[config.mk]
export PLATFORM = sky130hd
export DESIGN_NAME = uart_rx_fifo
export DESIGN_NICKNAME = d
export VERILOG_FILES = /design/src/rtl/uart_pkg.sv /design/src/rtl/sync_fifo.sv /design/src/rtl/uart_rx_fifo.sv
export SDC_FILE = /design/constraint.sdc
export NUM_CORES = 1
export LEC_CHECK = 0
export ABC_AREA = 1
export CAP_MARGIN = 20
export CELL_PAD_IN_SITES_DETAIL_PLACEMENT = 1
export CELL_PAD_IN_SITES_GLOBAL_PLACEMENT = 1
export CORE_MARGIN = 4
export CORE_UTILIZATION = 55
export CTS_BUF_LIST = sky130_fd_sc_hd__clkbuf_4
export CTS_CLUSTER_DIAMETER = 120
export DETAILED_ROUTE_END_ITERATION = 16
export PLACE_DENSITY_LB_ADDON = 0.1
export SETUP_SLACK_MARGIN = 0.02
export SLEW_MARGIN = 20
export SYNTH_ARGS = -nofsm -noshare
export SYNTH_HDL_FRONTEND = slang
export SYNTH_SLANG_ARGS = --single-unit
[constraint.sdc]
create_clock -name clk -period 3.7 [get_ports clk]
set_input_delay 0.74 -clock clk [delete_from_list [all_inputs] [get_ports clk]]
set_output_delay 0.74 -clock clk [all_outputs]
set_load 0.01 [all_outputs]
[src/rtl/uart_pkg.sv]
// uart_pkg: constants and types shared by the UART receive path (and a future uart_tx).
//   UART_DATA_W : data bits per character
//   rx_state_e  : receiver FSM states
//   calc_div    : clocks per bit from clock and line rate (truncated)
package uart_pkg;

  localparam int UART_DATA_W = 8;

  typedef enum logic [2:0] {
    ST_IDLE,
    ST_START,
    ST_DATA,
    ST_PARITY,
    ST_STOP
  } rx_state_e;

  function automatic int calc_div(input int clk_hz, input int baud);
    return clk_hz / baud;
  endfunction

endpackage

[src/rtl/sync_fifo.sv]
// sync_fifo: single-clock FIFO with show-ahead output.
//   i_clk, i_rst_n    clock, async active-low reset
//   i_push, i_wdata   write request; ignored when full unless a pop happens in the same cycle
//   i_pop             pop head; ignored when empty
//   o_rdata           head entry (0 while empty)
//   o_full, o_empty   status
//   o_count           occupancy, 0..DEPTH
module sync_fifo #(
  parameter int WIDTH = 8,
  parameter int DEPTH = 16
) (
  input  logic                     i_clk,
  input  logic                     i_rst_n,
  input  logic                     i_push,
  input  logic [WIDTH-1:0]         i_wdata,
  input  logic                     i_pop,
  output logic [WIDTH-1:0]         o_rdata,
  output logic                     o_full,
  output logic                     o_empty,
  output logic [$clog2(DEPTH):0]   o_count
);

  localparam int AW = $clog2(DEPTH);

  logic [WIDTH-1:0] r_mem [DEPTH];
  logic [AW-1:0]    r_wptr;
  logic [AW-1:0]    r_rptr;
  logic [AW:0]      r_count;
  logic             w_do_push;
  logic             w_do_pop;

  assign o_empty   = (r_count == '0);
  assign o_full    = (r_count == (AW+1)'(DEPTH));
  assign o_count   = r_count;
  assign w_do_pop  = i_pop && !o_empty;
  // A pop in the same cycle frees the slot a full FIFO needs.
  assign w_do_push = i_push && (!o_full || w_do_pop);
  assign o_rdata   = o_empty ? '0 : r_mem[r_rptr];

  always_ff @(posedge i_clk) begin
    if (w_do_push) r_mem[r_wptr] <= i_wdata;
  end

  // Power-of-two depth: pointers wrap by natural overflow.
  always_ff @(posedge i_clk or negedge i_rst_n) begin
    if (!i_rst_n) begin
      r_wptr  <= '0;
      r_rptr  <= '0;
      r_count <= '0;
    end else begin
      if (w_do_push) r_wptr <= r_wptr + AW'(1);
      if (w_do_pop)  r_rptr <= r_rptr + AW'(1);
      case ({w_do_push, w_do_pop})
        2'b10:   r_count <= r_count + (AW+1)'(1);
        2'b01:   r_count <= r_count - (AW+1)'(1);
        default: r_count <= r_count;
      endcase
    end
  end

endmodule

[src/rtl/uart_rx_fifo.sv]
// uart_rx_fifo: UART receiver (8N1, LSB first) feeding a show-ahead byte FIFO.
//   clk, reset_n      system clock, async active-low reset
//   ser_rx            serial line, idle high, asynchronous
//   rd_en             pop FIFO head (ignored when empty)
//   rd_data, rd_valid FIFO head byte and not-empty
//   count             FIFO occupancy
//   frame_err         sticky: stop bit sampled low
//   overrun           sticky: byte completed while FIFO full (byte dropped)
//   parity_err        sticky: even-parity mismatch (tied 0 without parity)
//   clr_err           clears sticky flags; a coincident new error wins
// Build option: define UART_RX_PARITY_EN for 8E1 frames (parity bit after bit 7).
module uart_rx_fifo
  import uart_pkg::*;
#(
  parameter int CLK_HZ = 50_000_000,
  parameter int BAUD   = 115200,
  parameter int DEPTH  = 16
) (
  input  logic                   clk,
  input  logic                   reset_n,
  input  logic                   ser_rx,
  input  logic                   rd_en,
  output logic [UART_DATA_W-1:0] rd_data,
  output logic                   rd_valid,
  output logic [$clog2(DEPTH):0] count,
  output logic                   frame_err,
  output logic                   overrun,
  output logic                   parity_err,
  input  logic                   clr_err
);

  localparam int DIV  = calc_div(CLK_HZ, BAUD);
  localparam int HALF = DIV / 2;
  localparam int CW   = $clog2(DIV);

  rx_state_e              r_state;
  logic                   r_sync1;
  logic                   r_rx_s;
  logic                   r_armed;
  logic [CW-1:0]          r_cnt;
  logic [2:0]             r_bit;
  logic [UART_DATA_W-1:0] r_shift;
  logic                   r_frame_err;
  logic                   r_overrun;

  logic w_tick;
  logic w_push;
  logic w_ferr_set;
  logic w_ovr_set;
  logic w_full;
  logic w_empty;

  // Synchroniser resets to the idle line level so reset never fakes a start edge.
  always_ff @(posedge clk or negedge reset_n) begin
    if (!reset_n) begin
      r_sync1 <= 1'b1;
      r_rx_s  <= 1'b1;
    end else begin
      r_sync1 <= ser_rx;
      r_rx_s  <= r_sync1;
    end
  end

  // Sample strobe: half a bit into the start bit, then one full bit apart.
  assign w_tick = (r_state == ST_START) ? (r_cnt == CW'(HALF - 1))
                                        : (r_cnt == CW'(DIV - 1));

  assign w_push     = (r_state == ST_STOP) && w_tick &&  r_rx_s;
  assign w_ferr_set = (r_state == ST_STOP) && w_tick && !r_rx_s;
  assign w_ovr_set  = w_push && w_full && !(rd_en && !w_empty);

  // r_armed is set only after the line is seen high in IDLE, so a low line
  // (break or bad stop) cannot restart a frame until it returns high.
  always_ff @(posedge clk or negedge reset_n) begin
    if (!reset_n) begin
      r_state <= ST_IDLE;
      r_armed <= 1'b0;
      r_cnt   <= '0;
      r_bit   <= '0;
      r_shift <= '0;
    end else begin
      case (r_state)
        ST_IDLE: begin
          r_cnt <= '0;
          r_bit <= '0;
          if (r_rx_s)       r_armed <= 1'b1;
          else if (r_armed) r_state <= ST_START;
        end
        ST_START: begin
          if (w_tick) begin
            r_cnt   <= '0;
            r_state <= r_rx_s ? ST_IDLE : ST_DATA;
          end else begin
            r_cnt <= r_cnt + CW'(1);
          end
        end
        ST_DATA: begin
          if (w_tick) begin
            r_cnt   <= '0;
            r_shift <= {r_rx_s, r_shift[UART_DATA_W-1:1]};
            r_bit   <= r_bit + 3'd1;
            if (r_bit == 3'd7) begin
`ifdef UART_RX_PARITY_EN
              r_state <= ST_PARITY;
`else
              r_state <= ST_STOP;
`endif
            end
          end else begin
            r_cnt <= r_cnt + CW'(1);
          end
        end
`ifdef UART_RX_PARITY_EN
        ST_PARITY: begin
          if (w_tick) begin
            r_cnt   <= '0;
            r_state <= ST_STOP;
          end else begin
            r_cnt <= r_cnt + CW'(1);
          end
        end
`endif
        ST_STOP: begin
          if (w_tick) begin
            r_cnt   <= '0;
            r_state <= ST_IDLE;
            if (!r_rx_s) r_armed <= 1'b0;
          end else begin
            r_cnt <= r_cnt + CW'(1);
          end
        end
        default: r_state <= ST_IDLE;
      endcase
    end
  end

  always_ff @(posedge clk or negedge reset_n) begin
    if (!reset_n) begin
      r_frame_err <= 1'b0;
      r_overrun   <= 1'b0;
    end else begin
      r_frame_err <= (r_frame_err & ~clr_err) | w_ferr_set;
      r_overrun   <= (r_overrun   & ~clr_err) | w_ovr_set;
    end
  end

`ifdef UART_RX_PARITY_EN
  logic r_parity_err;
  logic w_par_set;

  // Even parity: the parity bit equals the XOR of the data bits.
  assign w_par_set = (r_state == ST_PARITY) && w_tick && (r_rx_s != ^r_shift);

  always_ff @(posedge clk or negedge reset_n) begin
    if (!reset_n) r_parity_err <= 1'b0;
    else          r_parity_err <= (r_parity_err & ~clr_err) | w_par_set;
  end

  assign parity_err = r_parity_err;
`else
  assign parity_err = 1'b0;
`endif

  assign frame_err = r_frame_err;
  assign overrun   = r_overrun;
  assign rd_valid  = !w_empty;

  sync_fifo #(
    .WIDTH (UART_DATA_W),
    .DEPTH (DEPTH)
  ) u_fifo (
    .i_clk   (clk),
    .i_rst_n (reset_n),
    .i_push  (w_push),
    .i_wdata (r_shift),
    .i_pop   (rd_en),
    .o_rdata (rd_data),
    .o_full  (w_full),
    .o_empty (w_empty),
    .o_count (count)
  );

endmodule
==> impl_metrics.csv <==
group,metric,value,unit
run_status,status,"finished, final reports clean",
critical_path,arrival,2.78,ns
global_route,grt.overflow.total,0,
logic_synthesis,synth_area_leaders,"edfxtp_1 52%, dfrtp_1 13%, nand2_1 11%",
floorplan,die_area,15400,sq um
detailed_routing,dr.pass1.iters,5,
detailed_routing,route.detailed.drc,0,
pwr,p_per_area,634,nW/um^2
logic_synthesis,synth_top_area_frac,0.520,
timing,period_needed,3.52,ns
finish,mostFrequentLayoutCell,"nand2_1",
logic_synthesis,synth_cells,703,
finish,final_area,8220,sq um
placement,port_buffers,20,
global_route,grt_pass1_wl,30000,um
floorplan,rows,42,
logic_synthesis,syn_area,7390,sq um
timing,max_freq,284,MHz
timing,fin_worst_skew,0.0175,ns
logic_synthesis,ys_ff_latch,169,
global_route,grt_usage,0.267,
finish,fill_cells,1474,
floorplan,start_util,0.560,
finish,final_cell_mix,"215 x nand2_1, 128 x edfxtp_1, 81 x nand3_1, 40 x inv_1, 38 x dfrtp_1",
global_route,antenna_found_initial,0,
detailed_routing,wire_per_inst,20.5,um
pwr,finalPower,5.21,mW
logic_synthesis,synth_top_cell_by_area,"edfxtp_1",
finish,post-route-util,0.624,
placement,dpl.hpwl,13000,um
clock_network,worst_skew_pair.late_latency,0.56,ns
logic_synthesis,synth_ff_type,"edfxtp_1",
floorplan,fp.coreArea,13200,sq um
critical_path,crit_path_max_fanout,37,
run,max-cap-violations,0,
logic_synthesis,syn_avg_cell_area,10.5,sq um
detailed_routing,antenna_left,0,
pwr,p_leak,3.43,nW
timing,finalCritPeriodShare,0.952,
placement,place_congestion,0.801,
finish,antenna_cells,0,
placement,place_inst,892,
timing,slew_violations,0,
clock_network,clkSinkCount,169,
finish,area_delta_synth_final,11.3,%
detailed_routing,via_per_inst,5.67,
timing,worst_pin_slew,0.839,ns
critical_path,start_kind,"flop",
timing,rsz0062_at_grt,"false",
floorplan,num_io_pins,22,
logic_synthesis,ys_types,35,
clock_network,cts_tree,"built",
clock_network,ctsHtreeMaxLevel,4,
pwr,peakVddDrop,326,uV
placement,post_dp_cell_area,7850,sq um
logic_synthesis,synth_nets,719,
clock_network,numCtsBuffers,17,
worst_hold_path,hold_path_class,"primary input to asynchronous set/reset pin",
global_route,grt_pass1_vias,5513,
global_route,grt_max_degree,43,
clock_network,path_clk_slew,0.15,ns
logic_synthesis,synth_warnings,0,
timing,slew_headroom,0.438,
timing,fin_tns_setup,0,ns
finish,final_nets,755,
timing,hold_violations,0,
detailed_routing,drt_wl_total,19100,um
critical_path,crit_type,"flop to output pin",
finish,final_cells,928,
clock_network,cts_root_buf,"clkbuf_4",
logic_synthesis,yosysSeqAreaShare,0.659,
detailed_routing,drtIter0Drc,471,
logic_synthesis,synth_enable_flop_cells,128,
critical_path,end_kind,"output pin",
floorplan,fp.dieH,124,um
floorplan,die_w,124,um
finish,drive_above_1_share,0.104,
timing,setup_viol,0,
logic_synthesis,async_flop_share,0.243,
critical_path,cp.required,2.96,ns
clock_network,clk_path_buf_depth,2,
detailed_routing,vias,5263,
-- stage by stage --
stage               hold slack, ns  setup WS [ns]
finish                      0.0962          0.178
global route                0.0717         0.0282
CTS                         0.0788         0.0340
detailed placement           0.350          0.275
global placement             0.349          0.547
floorplan                    0.345           1.08
-- what timing repair did --
| item | CTS | global route |
|---|---|---|
| endpoints found under the setup margin | 5 | 7 |
| buffers inserted | 0 | 4 |
| hold buffers | 0 | 0 |
| resized for setup | 2 | 5 |
-- power breakdown --
part / switching (mW) / internal (mW)
sequential: 0.156 / 2.10
combinational: 1.15 / 0.652
clock: 0.668 / 0.494
-- area by class of cell --
type / count / area (sq um) / share of cell area
sequential: 169 / 4880 / 0.593
clock buffer: 18 / 135 / 0.0164
inverter: 46 / 175 / 0.0213
clock inverter: 14 / 185 / 0.0225
timing repair buffer: 48 / 430 / 0.0523
tap: 176 / 220 / 0.0268
multi-input combinational: 457 / 2200 / 0.268
-- final timing paths --
kind | end | startpoint | depth (start not counted) | slack, ns
min | overrun | reset_n | 1 | 0.1
min reg2reg | r_rx_s | r_sync1 | 0 | 0.37
min in group clk | r_rx_s | r_sync1 | 0 | 0.37
max reg2reg | u_fifo.o_count[4] | u_fifo.o_count[2] | 17 | 0.67
max in group asynchronous | r_sync1 | reset_n | 2 | 2.85
max | rd_data[6] | u_fifo.r_rptr[0] | 9 | 0.18
-- routing by layer --
metal / global-route usage / wire [um] / vias up
met4: 0.0767 / 222 / 0
li1: - / - / 2469
met1: 0.351 / 8240 / 2666
met5: 0 / 0 / -
met2: 0.465 / 9980 / 105
met3: 0.0395 / 610 / 23
-- sequential cells by signal (all words and copies together), names as in the netlist --
name / cells
r_cnt: 9
r_bit: 3
r_sync1: 1
r_shift: 8
r_rx_s: 1
r_state: 3
u_fifo.o_count: 5
frame_err: 1
overrun: 1
u_fifo.r_rptr: 4
u_fifo.r_wptr: 4
u_fifo.r_mem: 128
r_armed: 1
-- cells in the mapped netlist (2+ instances only) --
master	n
xnor2_1	3
nor2_1	36
ha_1	11
o21ai_0	30
inv_2	4
nand2_1	215
edfxtp_1	128
o31ai_1	8
a21oi_1	25
o22ai_1	6
dfstp_2	2
buf_2	16
xor2_1	13
nand3_1	81
nor2_2	2
nor3_1	12
clkbuf_1	11
nand4_1	4
inv_1	41
dfrtp_1	39
o21ai_1	2
-- worst max-delay path, stage by stage, from the launching register on --
cell and delay, ns:
dfrtp_4 0.58, inv_2 0.12, buf_12 0.21, nand2_1 0.07
nand3_1 0.08, nand2_1 0.12, a21oi_1 0.15, o31ai_1 0.13
a21oi_1 0.18, clkdlybuf4s50_1 0.57
-- kinds of logic after synthesis --
family	synth area share
and+or+nand+nor	0.206
DFF	0.659
buffers and inverters	0.0435
AOI/OAI and AO/OA	0.0528
xor gates and xnor gates	0.0190
adders and majority gates	0.0186
other	0.000507
Note: power is estimated with default switching activity, not from simulation.
